[src/rtl/arm_pkg.sv]
// Shared ARM datapath constants: instruction width, NOP/HALT encodings and
// the fetch-stage state enumeration.
// Latency: n/a (constants only). Backpressure: n/a.
package arm_pkg;

  localparam int ARM_INSTR_W = 32;

  // A64 NOP and HLT #0 encodings.
  localparam logic [ARM_INSTR_W-1:0] NOP_WORD  = 32'hD503201F;
  localparam logic [ARM_INSTR_W-1:0] HALT_WORD = 32'hD4400000;

  typedef enum logic [1:0] {
    ST_BOOT = 2'd0,
    ST_RUN  = 2'd1,
    ST_HALT = 2'd2
  } fetch_state_t;

endpackage

[src/rtl/fetch_pc_reg.sv]
// Program counter register: load, hold or advance by 4 each edge.
// Latency: new PC visible one edge after the select; output is the register.
// Backpressure: i_hold freezes the PC; i_load takes priority over i_hold.
// Ports:
//   clk, rst     - clock, async active-high reset (PC <- RESET_PC)
//   i_hold       - keep the current PC
//   i_load       - load i_load_addr
//   i_load_addr  - redirect address, used unmodified
//   o_pc         - current PC
module fetch_pc_reg #(
  parameter int                ADDR_W   = 64,
  parameter logic [ADDR_W-1:0] RESET_PC = '0
) (
  input  logic              clk,
  input  logic              rst,
  input  logic              i_hold,
  input  logic              i_load,
  input  logic [ADDR_W-1:0] i_load_addr,
  output logic [ADDR_W-1:0] o_pc
);

  logic [ADDR_W-1:0] r_pc;

  always_ff @(posedge clk or posedge rst) begin
    if (rst) begin
      r_pc <= RESET_PC;
    end else if (i_load) begin
      r_pc <= i_load_addr;
    end else if (!i_hold) begin
      // Wraps silently at 2^ADDR_W.
      r_pc <= r_pc + ADDR_W'(4);
    end
  end

  assign o_pc = r_pc;

endmodule

[src/rtl/fetch_stage.sv]
// Instruction-fetch stage: PC, imem address, IF/ID register, delivered count.
// Latency: word at PC p lands in IF/ID one edge later; first word two edges
// after reset release. Backpressure: stall freezes PC/IF/ID/count; a taken
// branch overrides stall, redirects the PC and flushes IF/ID to a bubble.
// Ports:
//   clk, pc_reset           - clock, async active-high reset
//   stall                   - hold PC and IF/ID
//   branch_taken/_target    - redirect PC, flush IF/ID
//   imem_addr / imem_instr  - combinational instruction memory port
//   if_id_pc/_instr/_valid  - IF/ID pipeline register
//   fetch_count             - saturating count of valid captures
//   halted                  - stage is in HALT
// Optional feature macro: FETCH_HALT_EN (HALT_WORD stops fetch until reset).
module fetch_stage
  import arm_pkg::*;
#(
  parameter int                ADDR_W   = 64,
  parameter int                INSTR_W  = ARM_INSTR_W,
  parameter logic [ADDR_W-1:0] RESET_PC = '0
) (
  input  logic               clk,
  input  logic               pc_reset,
  input  logic               stall,
  input  logic               branch_taken,
  input  logic [ADDR_W-1:0]  branch_target,
  output logic [ADDR_W-1:0]  imem_addr,
  input  logic [INSTR_W-1:0] imem_instr,
  output logic [ADDR_W-1:0]  if_id_pc,
  output logic [INSTR_W-1:0] if_id_instr,
  output logic               if_id_valid,
  output logic [31:0]        fetch_count,
  output logic               halted
);

  fetch_state_t       r_state;
  fetch_state_t       w_state_nxt;
  logic               w_pc_hold;
  logic               w_pc_load;
  logic               w_capture;
  logic               w_flush;
  logic [ADDR_W-1:0]  w_pc;

  logic [ADDR_W-1:0]  r_if_id_pc;
  logic [INSTR_W-1:0] r_if_id_instr;
  logic               r_if_id_valid;
  logic [31:0]        r_fetch_count;

  fetch_pc_reg #(
    .ADDR_W   (ADDR_W),
    .RESET_PC (RESET_PC)
  ) u_pc (
    .clk         (clk),
    .rst         (pc_reset),
    .i_hold      (w_pc_hold),
    .i_load      (w_pc_load),
    .i_load_addr (branch_target),
    .o_pc        (w_pc)
  );

  always_ff @(posedge clk or posedge pc_reset) begin
    if (pc_reset) begin
      r_state <= ST_BOOT;
    end else begin
      r_state <= w_state_nxt;
    end
  end

  always_comb begin
    w_state_nxt = r_state;
    w_pc_hold   = 1'b1;
    w_pc_load   = 1'b0;
    w_capture   = 1'b0;
    w_flush     = 1'b0;
    case (r_state)
      // One dead cycle after reset: PC held, nothing captured.
      ST_BOOT: w_state_nxt = ST_RUN;
      ST_RUN: begin
        if (branch_taken) begin
          // Branch beats stall and beats a fetched halt word.
          w_pc_load = 1'b1;
          w_pc_hold = 1'b0;
          w_flush   = 1'b1;
        end else if (!stall) begin
          w_capture = 1'b1;
          w_pc_hold = 1'b0;
`ifdef FETCH_HALT_EN
          // Halt word is still delivered and counted, but the PC parks on it.
          if (imem_instr == INSTR_W'(HALT_WORD)) begin
            w_pc_hold   = 1'b1;
            w_state_nxt = ST_HALT;
          end
`endif
        end
      end
      // Only reset leaves HALT; keep emitting bubbles meanwhile.
      ST_HALT: w_flush = 1'b1;
      default: w_state_nxt = ST_BOOT;
    endcase
  end

  always_ff @(posedge clk or posedge pc_reset) begin
    if (pc_reset) begin
      r_if_id_pc    <= '0;
      r_if_id_instr <= INSTR_W'(NOP_WORD);
      r_if_id_valid <= 1'b0;
      r_fetch_count <= '0;
    end else if (w_flush) begin
      // if_id_pc is left as-is; a bubble's PC is meaningless.
      r_if_id_instr <= INSTR_W'(NOP_WORD);
      r_if_id_valid <= 1'b0;
    end else if (w_capture) begin
      r_if_id_pc    <= w_pc;
      r_if_id_instr <= imem_instr;
      r_if_id_valid <= 1'b1;
      if (r_fetch_count != 32'hFFFF_FFFF) begin
        r_fetch_count <= r_fetch_count + 32'd1;
      end
    end
  end

  assign imem_addr   = w_pc;
  assign if_id_pc    = r_if_id_pc;
  assign if_id_instr = r_if_id_instr;
  assign if_id_valid = r_if_id_valid;
  assign fetch_count = r_fetch_count;

`ifdef FETCH_HALT_EN
  assign halted = (r_state == ST_HALT);
`else
  assign halted = 1'b0;
`endif

endmodule
[config.mk]
export PLATFORM = sky130hd
export DESIGN_NAME = fetch_stage
export DESIGN_NICKNAME = d
export VERILOG_FILES = /design/src/rtl/arm_pkg.sv /design/src/rtl/fetch_pc_reg.sv /design/src/rtl/fetch_stage.sv
export SDC_FILE = /design/constraint.sdc
export NUM_CORES = 1
export LEC_CHECK = 0
export ABC_AREA = 0
export CORE_MARGIN = 10
export CORE_UTILIZATION = 46
export DETAILED_ROUTE_END_ITERATION = 10
export PLACE_DENSITY = 0.8
export SLEW_MARGIN = 25
export SYNTH_ARGS = -nofsm -noshare
export SYNTH_HDL_FRONTEND = slang
export SYNTH_HIERARCHICAL = 1
export SYNTH_SLANG_ARGS = --single-unit
[constraint.sdc]
create_clock -name clk -period 4.7 [get_ports clk]
set_input_delay 0.47 -clock clk [delete_from_list [all_inputs] [get_ports clk]]
set_output_delay 0.47 -clock clk [all_outputs]
set_load 0.02 [all_outputs]
==> results of run 1 <==
-- worst reg2reg max path, delay by kind of cell, from the launching register on --
family	cells	cell delay (ps)
and+or+nand+nor	4	1900
DFF	1	400
buffers and inverters	2	370
AOI/OAI and AO/OA	2	350
-- state kept, by name, indices dropped and copies added (netlist names) --
register     flops
u_pc/o_pc       64
if_id_valid      1
fetch_count     32
r_state          1
if_id_instr     32
if_id_pc        64
-- power by group through the flow --
| stage | clock (mW) | combinational (mW) | sequential, mW |
|---|---|---|---|
| final | 1.52 | 1.28 | 2.14 |
| after global routing | 1.62 | 1.37 | 2.18 |
| after floorplan | 0 | 0.325 | 2.40 |
| after detailed placement | 0 | 1.28 | 2.17 |
| after global placement | 0 | 1.27 | 2.16 |
| after CTS | 1.54 | 1.29 | 2.14 |
-- logic make-up after synthesis --
logic type               after synthesis  share of synthesized area, %
AO/OA/AOI/OAI                        119                          9.27
flip-flops                           194                          54.6
adder cells (fa/ha/maj)                2                         0.280
AND/OR/NAND/NOR                      482                          26.0
other                                  2                        0.0841
XOR/XNOR                              63                          6.27
multiplexers                           6                         0.729
buffers and inverters                 63                          2.83
-- metrics by stage --
| step | util [%] | cells | instance area, um^2 | hold slack (ps) | total power [mW] |
|---|---|---|---|---|---|
| final | 67.2 | 1475 | 12700 | 436 | 4.94 |
| after global routing | 67.2 | 1475 | 12700 | 480 | 5.17 |
| after CTS | 67.0 | 1472 | 12700 | 479 | 4.98 |
| after detailed placement | 63.7 | 1440 | 12000 | 461 | 3.45 |
| after global placement | 63.7 | 1440 | 12000 | 457 | 3.43 |
| after floorplan | - | 931 | 8930 | 517 | 2.73 |
-- worst min-delay path by stage --
stage	startpoint	endpoint	slack (ps)	cells past startpoint
6_report	pc_reset	if_id_pc[19]$_DFFE_PP0P_	440	2
5_1_grt	pc_reset	if_id_pc[17]$_DFFE_PP0P_	480	2
4_1_cts	if_id_pc[13]$_DFFE_PP0P_	if_id_pc[13]$_DFFE_PP0P_	480	2
3_5_place_dp	if_id_pc[13]$_DFFE_PP0P_	if_id_pc[13]$_DFFE_PP0P_	460	2
3_3_place_gp	if_id_pc[59]$_DFFE_PP0P_	if_id_pc[59]$_DFFE_PP0P_	460	2
2_1_floorplan	r_state[0]$_DFFE_PP0N_	if_id_valid$_DFFE_PP0P_	520	2
-- layout make-up --
class                   instances  area [um^2]
flip-flops and latches        194         4870
multi-input cells             674         3820
well taps                     260          325
clock inverters                12          155
inverters                      12         51.3
fillers                      1539         6200
diodes                          2         5.00
repair buffers                301         3010
clock buffers                  20          457
-- layout by cell type, fill, tap and decap left out, types with 17 or more instances in the layout --
cell,n
sky130_fd_sc_hd__xor2_1,23
sky130_fd_sc_hd__clkdlybuf4s50_1,292
sky130_fd_sc_hd__a22o_1,19
sky130_fd_sc_hd__nand4_1,37
sky130_fd_sc_hd__o21ai_0,38
sky130_fd_sc_hd__and3_1,21
sky130_fd_sc_hd__nor2_1,37
sky130_fd_sc_hd__dfrtp_1,181
sky130_fd_sc_hd__clkbuf_16,17
sky130_fd_sc_hd__a31oi_1,19
sky130_fd_sc_hd__nand2_1,259
sky130_fd_sc_hd__nand3_1,47
sky130_fd_sc_hd__xnor2_1,39
-- per-layer routing --
metal	global-route usage [%]	wire, um	share of wire, %	vias to the layer above
met5	0	0	0	-
met2	36.0	13900	48	337
met4	7.75	739	2.5	0
met3	8.03	2560	8.8	55
met1	27.6	11900	41	3903
li1	-	-	-	3786
==> insert_results.sql, run 1 <==
INSERT INTO impl_metrics (metric_group, metric, value, unit) VALUES
('pwr', 'switching_power', '1.55', 'mW'),
('route', 'ant_nets', '0', ''),
('critical_path', 'timing_worst_setup_path_type', 'in2reg', ''),
('pwr', 'swShare', '31.4', '%'),
('timing', 'rsz_0062_raised_after_global_routing', 'no', ''),
('critical_path', 'reg2reg_to', 'u_pc/o_pc[50]$_DFFE_PP0N_', ''),
('critical_path', 'endpoint', 'u_pc/o_pc[50]$_DFFE_PP0N_', ''),
('critical_path', 'r2r_cells', '8', ''),
('global_routing', 'global_route.overflow_total', '0', ''),
('critical_path', 'startpoint_type_of_the_worst_setup_path', 'input port', ''),
('pwr', 'cellInternalPower', '3.39', 'mW'),
('finish', 'area.growth.synth_to_final', '42.2', '%'),
('global_routing', 'initial_antenna_violation_count', '2', ''),
('timing', 'max_freq', '307', 'MHz'),
('critical_path', 'critical_path.slowest_cell', 'sky130_fd_sc_hd__or4_1', ''),
('floorplan', 'boundaryPins', '294', ''),
('critical_path', 'wp_depth', '10', ''),
('cts', 'gates_resized_cts_repair', '0', ''),
('route', 'detail_route.wl_per_cell', '19.7', 'um'),
('timing', 'timing.clock.skew', '9.51', 'ps'),
('cts', 'cts_root_buffer', 'sky130_fd_sc_hd__clkbuf_16', ''),
('critical_path', 'kind_of_cell_adding_the_most_delay_to_the_critical_path', 'simple AND/OR/NAND/NOR gates', ''),
('critical_path', 'worst-endpoint-required', '5050', 'ps'),
('cts', 'worst_skew_pair.late_latency', '430', 'ps'),
('yosys', 'synth_enable_flop_cells', '0', ''),
('cts', 'clockBufferDepth', '2', ''),
('critical_path', 'worstPathMaxFanout', '14', ''),
('pwr', 'vdd_ir_drop_max', '0.000257', 'V'),
('placement', 'pre_cts_ws', '1050', 'ps'),
('yosys', 'synth.avg_cell_area', '9.59', 'um^2'),
('status', 'status', 'complete, no violations', ''),
('cts', 'cts-buffers-inserted', '17', ''),
('global_routing', 'grt_use_total', '22.5', '%'),
('cts', 'worst_setup_hold_path_clk_slew', '70', 'ps'),
('timing', 'final.setup.worst_slack', '1450', 'ps'),
('global_routing', 'number_of_global_route_vias_before_repair', '8061', ''),
('yosys', 'synth_cell_type_count', '59', ''),
('yosys', 'post_synth_main_area_contributors', 'sky130_fd_sc_hd__dfrtp_1, sky130_fd_sc_hd__nand2_1, sky130_fd_sc_hd__dfstp_2', ''),
('timing', 'setup_viol', '0', ''),
('timing', 'slew_viol_final', '0', ''),
('yosys', 'synth-warning-count', '6', ''),
('pwr', 'power_density', '389', 'nW/um^2'),
('critical_path', 'worstSetupStartpoint', 'branch_taken', ''),
('floorplan', 'fp.dieW', '159', 'um'),
('cts', 'htree_num_levels', '4', ''),
('critical_path', 'critical_path.endpoint_type', 'register', ''),
('route', 'num_vias', '8081', ''),
('yosys', 'synth_seq_area_share', '54.6', '%'),
('global_routing', 'global_route_wire_length_before_repair', '46.5', 'mm'),
('route', 'first_iter_violations', '562', ''),
('pwr', 'p_clk_share', '30.7', '%'),
('global_routing', 'grt_start_max_net_pins', '102', ''),
('yosys', 'post-synth-top-area-cell', 'sky130_fd_sc_hd__dfrtp_1', ''),
('floorplan', 'initial_utilization', '47.2', '%'),
('route', 'detail_route.first_pass.iterations', '5', ''),
('placement', 'numPortBuffers', '292', ''),
('placement', 'place.gp.congestion', '0.847', ''),
('critical_path', 'critical_path_buf_inv_count', '4', ''),
('yosys', 'synthesis.instances', '931', ''),
('route', 'route.detailed.drc', '0', ''),
('pwr', 'power.static_leakage', '5.35', 'nW'),
('route', 'post_drt_via_cell_ratio', '5.48', ''),
('finish', 'drive_gt1_share', '6.43', '%'),
('cts', 'number_of_buffers_inserted_by_hold_repair_at_cts', '0', ''),
('yosys', 'dominantRegCellSynth', 'sky130_fd_sc_hd__dfrtp_1', ''),
('floorplan', 'total_die_area', '25400', 'um^2'),
('yosys', 'post-synth-top-area-fraction', '50.7', '%'),
('finish', 'num-nets-final', '1302', ''),
('timing', 'worst-slew-pin-transition', '953', 'ps'),
('floorplan', 'placement_rows', '50', ''),
('floorplan', 'floorplan.core_area', '18900', 'um^2');
Power figures use the tool's default switching activity.
==> inputs of run 2 (changes only) <==
--- a/config.mk
+++ b/config.mk
@@ -7,9 +7,9 @@
 export LEC_CHECK = 0
 export ABC_AREA = 0
 export CORE_MARGIN = 10
-export CORE_UTILIZATION = 46
+export CORE_UTILIZATION = 42
 export DETAILED_ROUTE_END_ITERATION = 10
-export PLACE_DENSITY = 0.8
+export PLACE_DENSITY = 0.77
 export SLEW_MARGIN = 25
 export SYNTH_ARGS = -nofsm -noshare
 export SYNTH_HDL_FRONTEND = slang
==> constraint.sdc (replaced) <==
create_clock -name clk -period 2.62 [get_ports clk]
set_input_delay 0.262 -clock clk [delete_from_list [all_inputs] [get_ports clk]]
set_output_delay 0.262 -clock clk [all_outputs]
set_load 0.02 [all_outputs]
==> run 2 against run 1 <==
  * Clock skew up 5.3 ps
  * Sequential share of layout area down 1.3 points
  * Setup slack worse by 1400 ps
  * Flip-flop and latch count unchanged
  * Combinational power up 94%
  * Non-clock buffer count up 45
  * Final cell count up 4.1%
  * Utilization down 4.5 points
  * Critical path type unchanged
==> insert_results.sql, run 2 (synthesis gave the netlist of run 1 again) <==
INSERT INTO impl_metrics (metric_group, metric, value, unit) VALUES
('status', 'status', 'complete, no violations', ''),
('route', 'route.detailed.drc', '0', ''),
('timing', 'setup_viol', '0', ''),
('route', 'detail_route.wl_per_cell', '19.8', 'um'),
('global_routing', 'grt_use_total', '21.3', '%'),
('pwr', 'swShare', '32.0', '%'),
('pwr', 'power_density', '681', 'nW/um^2'),
('timing', 'worst-slew-pin-transition', '947', 'ps'),
('finish', 'drive_gt1_share', '10.2', '%'),
('finish', 'final_cell_mix', 'sky130_fd_sc_hd__clkdlybuf4s50_1, sky130_fd_sc_hd__nand2_1, sky130_fd_sc_hd__dfrtp_1, sky130_fd_sc_hd__nand3_1, sky130_fd_sc_hd__buf_4', ''),
('global_routing', 'global_route.overflow_total', '0', ''),
('cts', 'gates_resized_cts_repair', '0', ''),
('run', 'cap_violations', '0', ''),
('timing', 'hold-worst-slack', '262', 'ps'),
('finish', 'num-nets-final', '1348', ''),
('route', 'detail_route.wirelength', '30.5', 'mm'),
('route', 'post_drt_via_cell_ratio', '5.40', ''),
('timing', 'timing.clock.skew', '14.8', 'ps'),
('cts', 'cts-buffers-inserted', '17', ''),
('finish', 'final-instance-count-excl-fill', '1536', ''),
('timing', 'max_freq', '392', 'MHz'),
('hold_path', 'hold_class', 'in2async', ''),
('floorplan', 'fp.dieW', '166', 'um'),
('timing', 'timing.slew.headroom', '36.9', '%'),
('cts', 'clockBufferDepth', '2', ''),
('critical_path', 'r2r_cells', '10', ''),
('cts', 'worst_setup_hold_path_clk_slew', '80', 'ps'),
('placement', 'total_placed_cells_including_tap_cells', '1501', ''),
('global_routing', 'initial_antenna_violation_count', '2', ''),
('pwr', 'seq_power_share', '42.2', '%'),
('pwr', 'cellInternalPower', '6.08', 'mW'),
('floorplan', 'placement_rows', '53', ''),
('cts', 'cts_root_buffer', 'sky130_fd_sc_hd__clkbuf_16', ''),
('timing', 'hold_viol_final', '0', ''),
('timing', 'final.setup.worst_slack', '69.1', 'ps'),
('timing', 'min_period_over_period', '97.4', '%'),
('placement', 'place.gp.congestion', '0.834', ''),
('cts', 'post-cts-setup-buffer-count', '0', ''),
('critical_path', 'critical_path.endpoint_type', 'register', ''),
('floorplan', 'total_die_area', '27500', 'um^2'),
('pwr', 'comb_power_share', '27.8', '%'),
('placement', 'detailedPlacementHpwl', '22.2', 'mm'),
('cts', 'worst_skew_pair.late_latency', '430', 'ps'),
('placement', 'numPortBuffers', '292', ''),
('critical_path', 'startpoint_type_of_the_worst_setup_path', 'input port', ''),
('route', 'first_iter_violations', '659', ''),
('finish', 'postLayoutCoreUtil', '62.7', '%'),
('finish', 'area.growth.synth_to_final', '47.1', '%'),
('pwr', 'vdd_ir_drop_max', '0.000446', 'V'),
('floorplan', 'floorplan.core_area', '21000', 'um^2'),
('critical_path', 'timing_worst_setup_path_type', 'in2reg', ''),
('cts', 'htree_num_levels', '4', ''),
('route', 'detail_route.first_pass.iterations', '5', ''),
('pwr', 'finalPower', '8.94', 'mW'),
('placement', 'pre_cts_ws', '-392', 'ps'),
('critical_path', 'critPathArrivalTime', '2900', 'ps'),
('pwr', 'p_clk_share', '30.1', '%'),
('global_routing', 'global_route_wire_length_before_repair', '48.1', 'mm'),
('cts', 'clock-sinks', '194', ''),
('finish', 'most_common_cell_after_layout_fill_and_taps_aside', 'sky130_fd_sc_hd__clkdlybuf4s50_1', ''),
('cts', 'cts_tree', 'done', ''),
('cts', 'number_of_buffers_inserted_by_hold_repair_at_cts', '0', ''),
('floorplan', 'initial_utilization', '42.6', '%'),
('pwr', 'switching_power', '2.86', 'mW'),
('critical_path', 'worst-endpoint-required', '2960', 'ps'),
('global_routing', 'grt_start_max_net_pins', '131', ''),
('route', 'ant_nets', '0', ''),
('global_routing', 'number_of_global_route_vias_before_repair', '8362', ''),
('critical_path', 'worstPathMaxFanout', '11', ''),
('timing', 'layout_min_cycle_time', '2550', 'ps'),
('route', 'num_vias', '8295', ''),
('floorplan', 'boundaryPins', '294', ''),
('timing', 'slew_viol_final', '0', ''),
('pwr', 'power.static_leakage', '5.59', 'nW'),
('floorplan', 'die_h', '166', 'um');
[run 2: cell count changes in the layout (fill, tap and decap cells not counted), sizes merged]
cell / previous run / this run
buf: 9 / 54
or3: 6 / 7
clkinv: 6 / 4
clkinvlp: 2 / 3
inv: 13 / 15
bufinv: 3 / 2
[run 2: worst paths after layout]
kind,start,end,slack (ps)
hold / removal,pc_reset,u_pc/o_pc[11]$_DFFE_PP0N_,260
setup reg to reg,r_state[0]$_DFFE_PP0N_,u_pc/o_pc[61]$_DFFE_PP0N_,110
hold reg to reg,if_id_pc[10]$_DFFE_PP0P_,if_id_pc[10]$_DFFE_PP0P_,470
max in group asynchronous,pc_reset,if_id_pc[3]$_DFFE_PP0P_,1670
min in group clk,imem_instr[13],if_id_instr[13]$_DFFE_PP1P_,380
setup / recovery,branch_taken,u_pc/o_pc[61]$_DFFE_PP0N_,70
[run 2: area by class of cell]
cell class	count	area (um^2)
Antenna cell	2	5.00
Inverter	12	48.8
Fill cell	1767	7820
Tap cell	275	344
Clock buffer	20	457
Timing Repair Buffer	346	3410
Sequential cell	194	4870
Clock inverter	12	144
Multi-Input combinational cell	675	3850
[run 2: metrics by stage]
stage,setup TNS [ps],instance area (um^2)
4_1_cts,0,13100
3_3_place_gp,-5920,12500
3_5_place_dp,-7270,12500
6_report,0,13100
5_1_grt,-187,13100
2_1_floorplan,0,8970
[run 2: power groups by stage]
stage	Combinational [mW]	Clock [mW]	Sequential [mW]
floorplan	0.591	0	4.31
global placement	2.46	0	3.80
detailed placement	2.50	0	3.82
CTS	2.51	2.74	3.77
global route	2.66	2.86	3.83
finish	2.48	2.69	3.77
[run 2: layer usage]
metal	routed length, um	vias to the layer above	share of wire, %	GRT usage [%]
met1	12700	4011	42	26.4
met4	657	0	2.2	5.97
met5	0	-	0	0
met2	14400	349	47	34.2
met3	2660	41	8.7	7.57
li1	-	3894	-	-
[run 2: worst max-delay path, cell delays in order]
cell	delay, ps
sky130_fd_sc_hd__clkdlybuf4s50_1	530
sky130_fd_sc_hd__inv_2	70
sky130_fd_sc_hd__a21boi_4	150
sky130_fd_sc_hd__inv_2	80
sky130_fd_sc_hd__buf_4	160
sky130_fd_sc_hd__and4b_1	280
sky130_fd_sc_hd__and3_4	210
sky130_fd_sc_hd__nand4_1	120
sky130_fd_sc_hd__buf_6	170
sky130_fd_sc_hd__buf_12	140
sky130_fd_sc_hd__or4_1	510
sky130_fd_sc_hd__a31oi_1	190
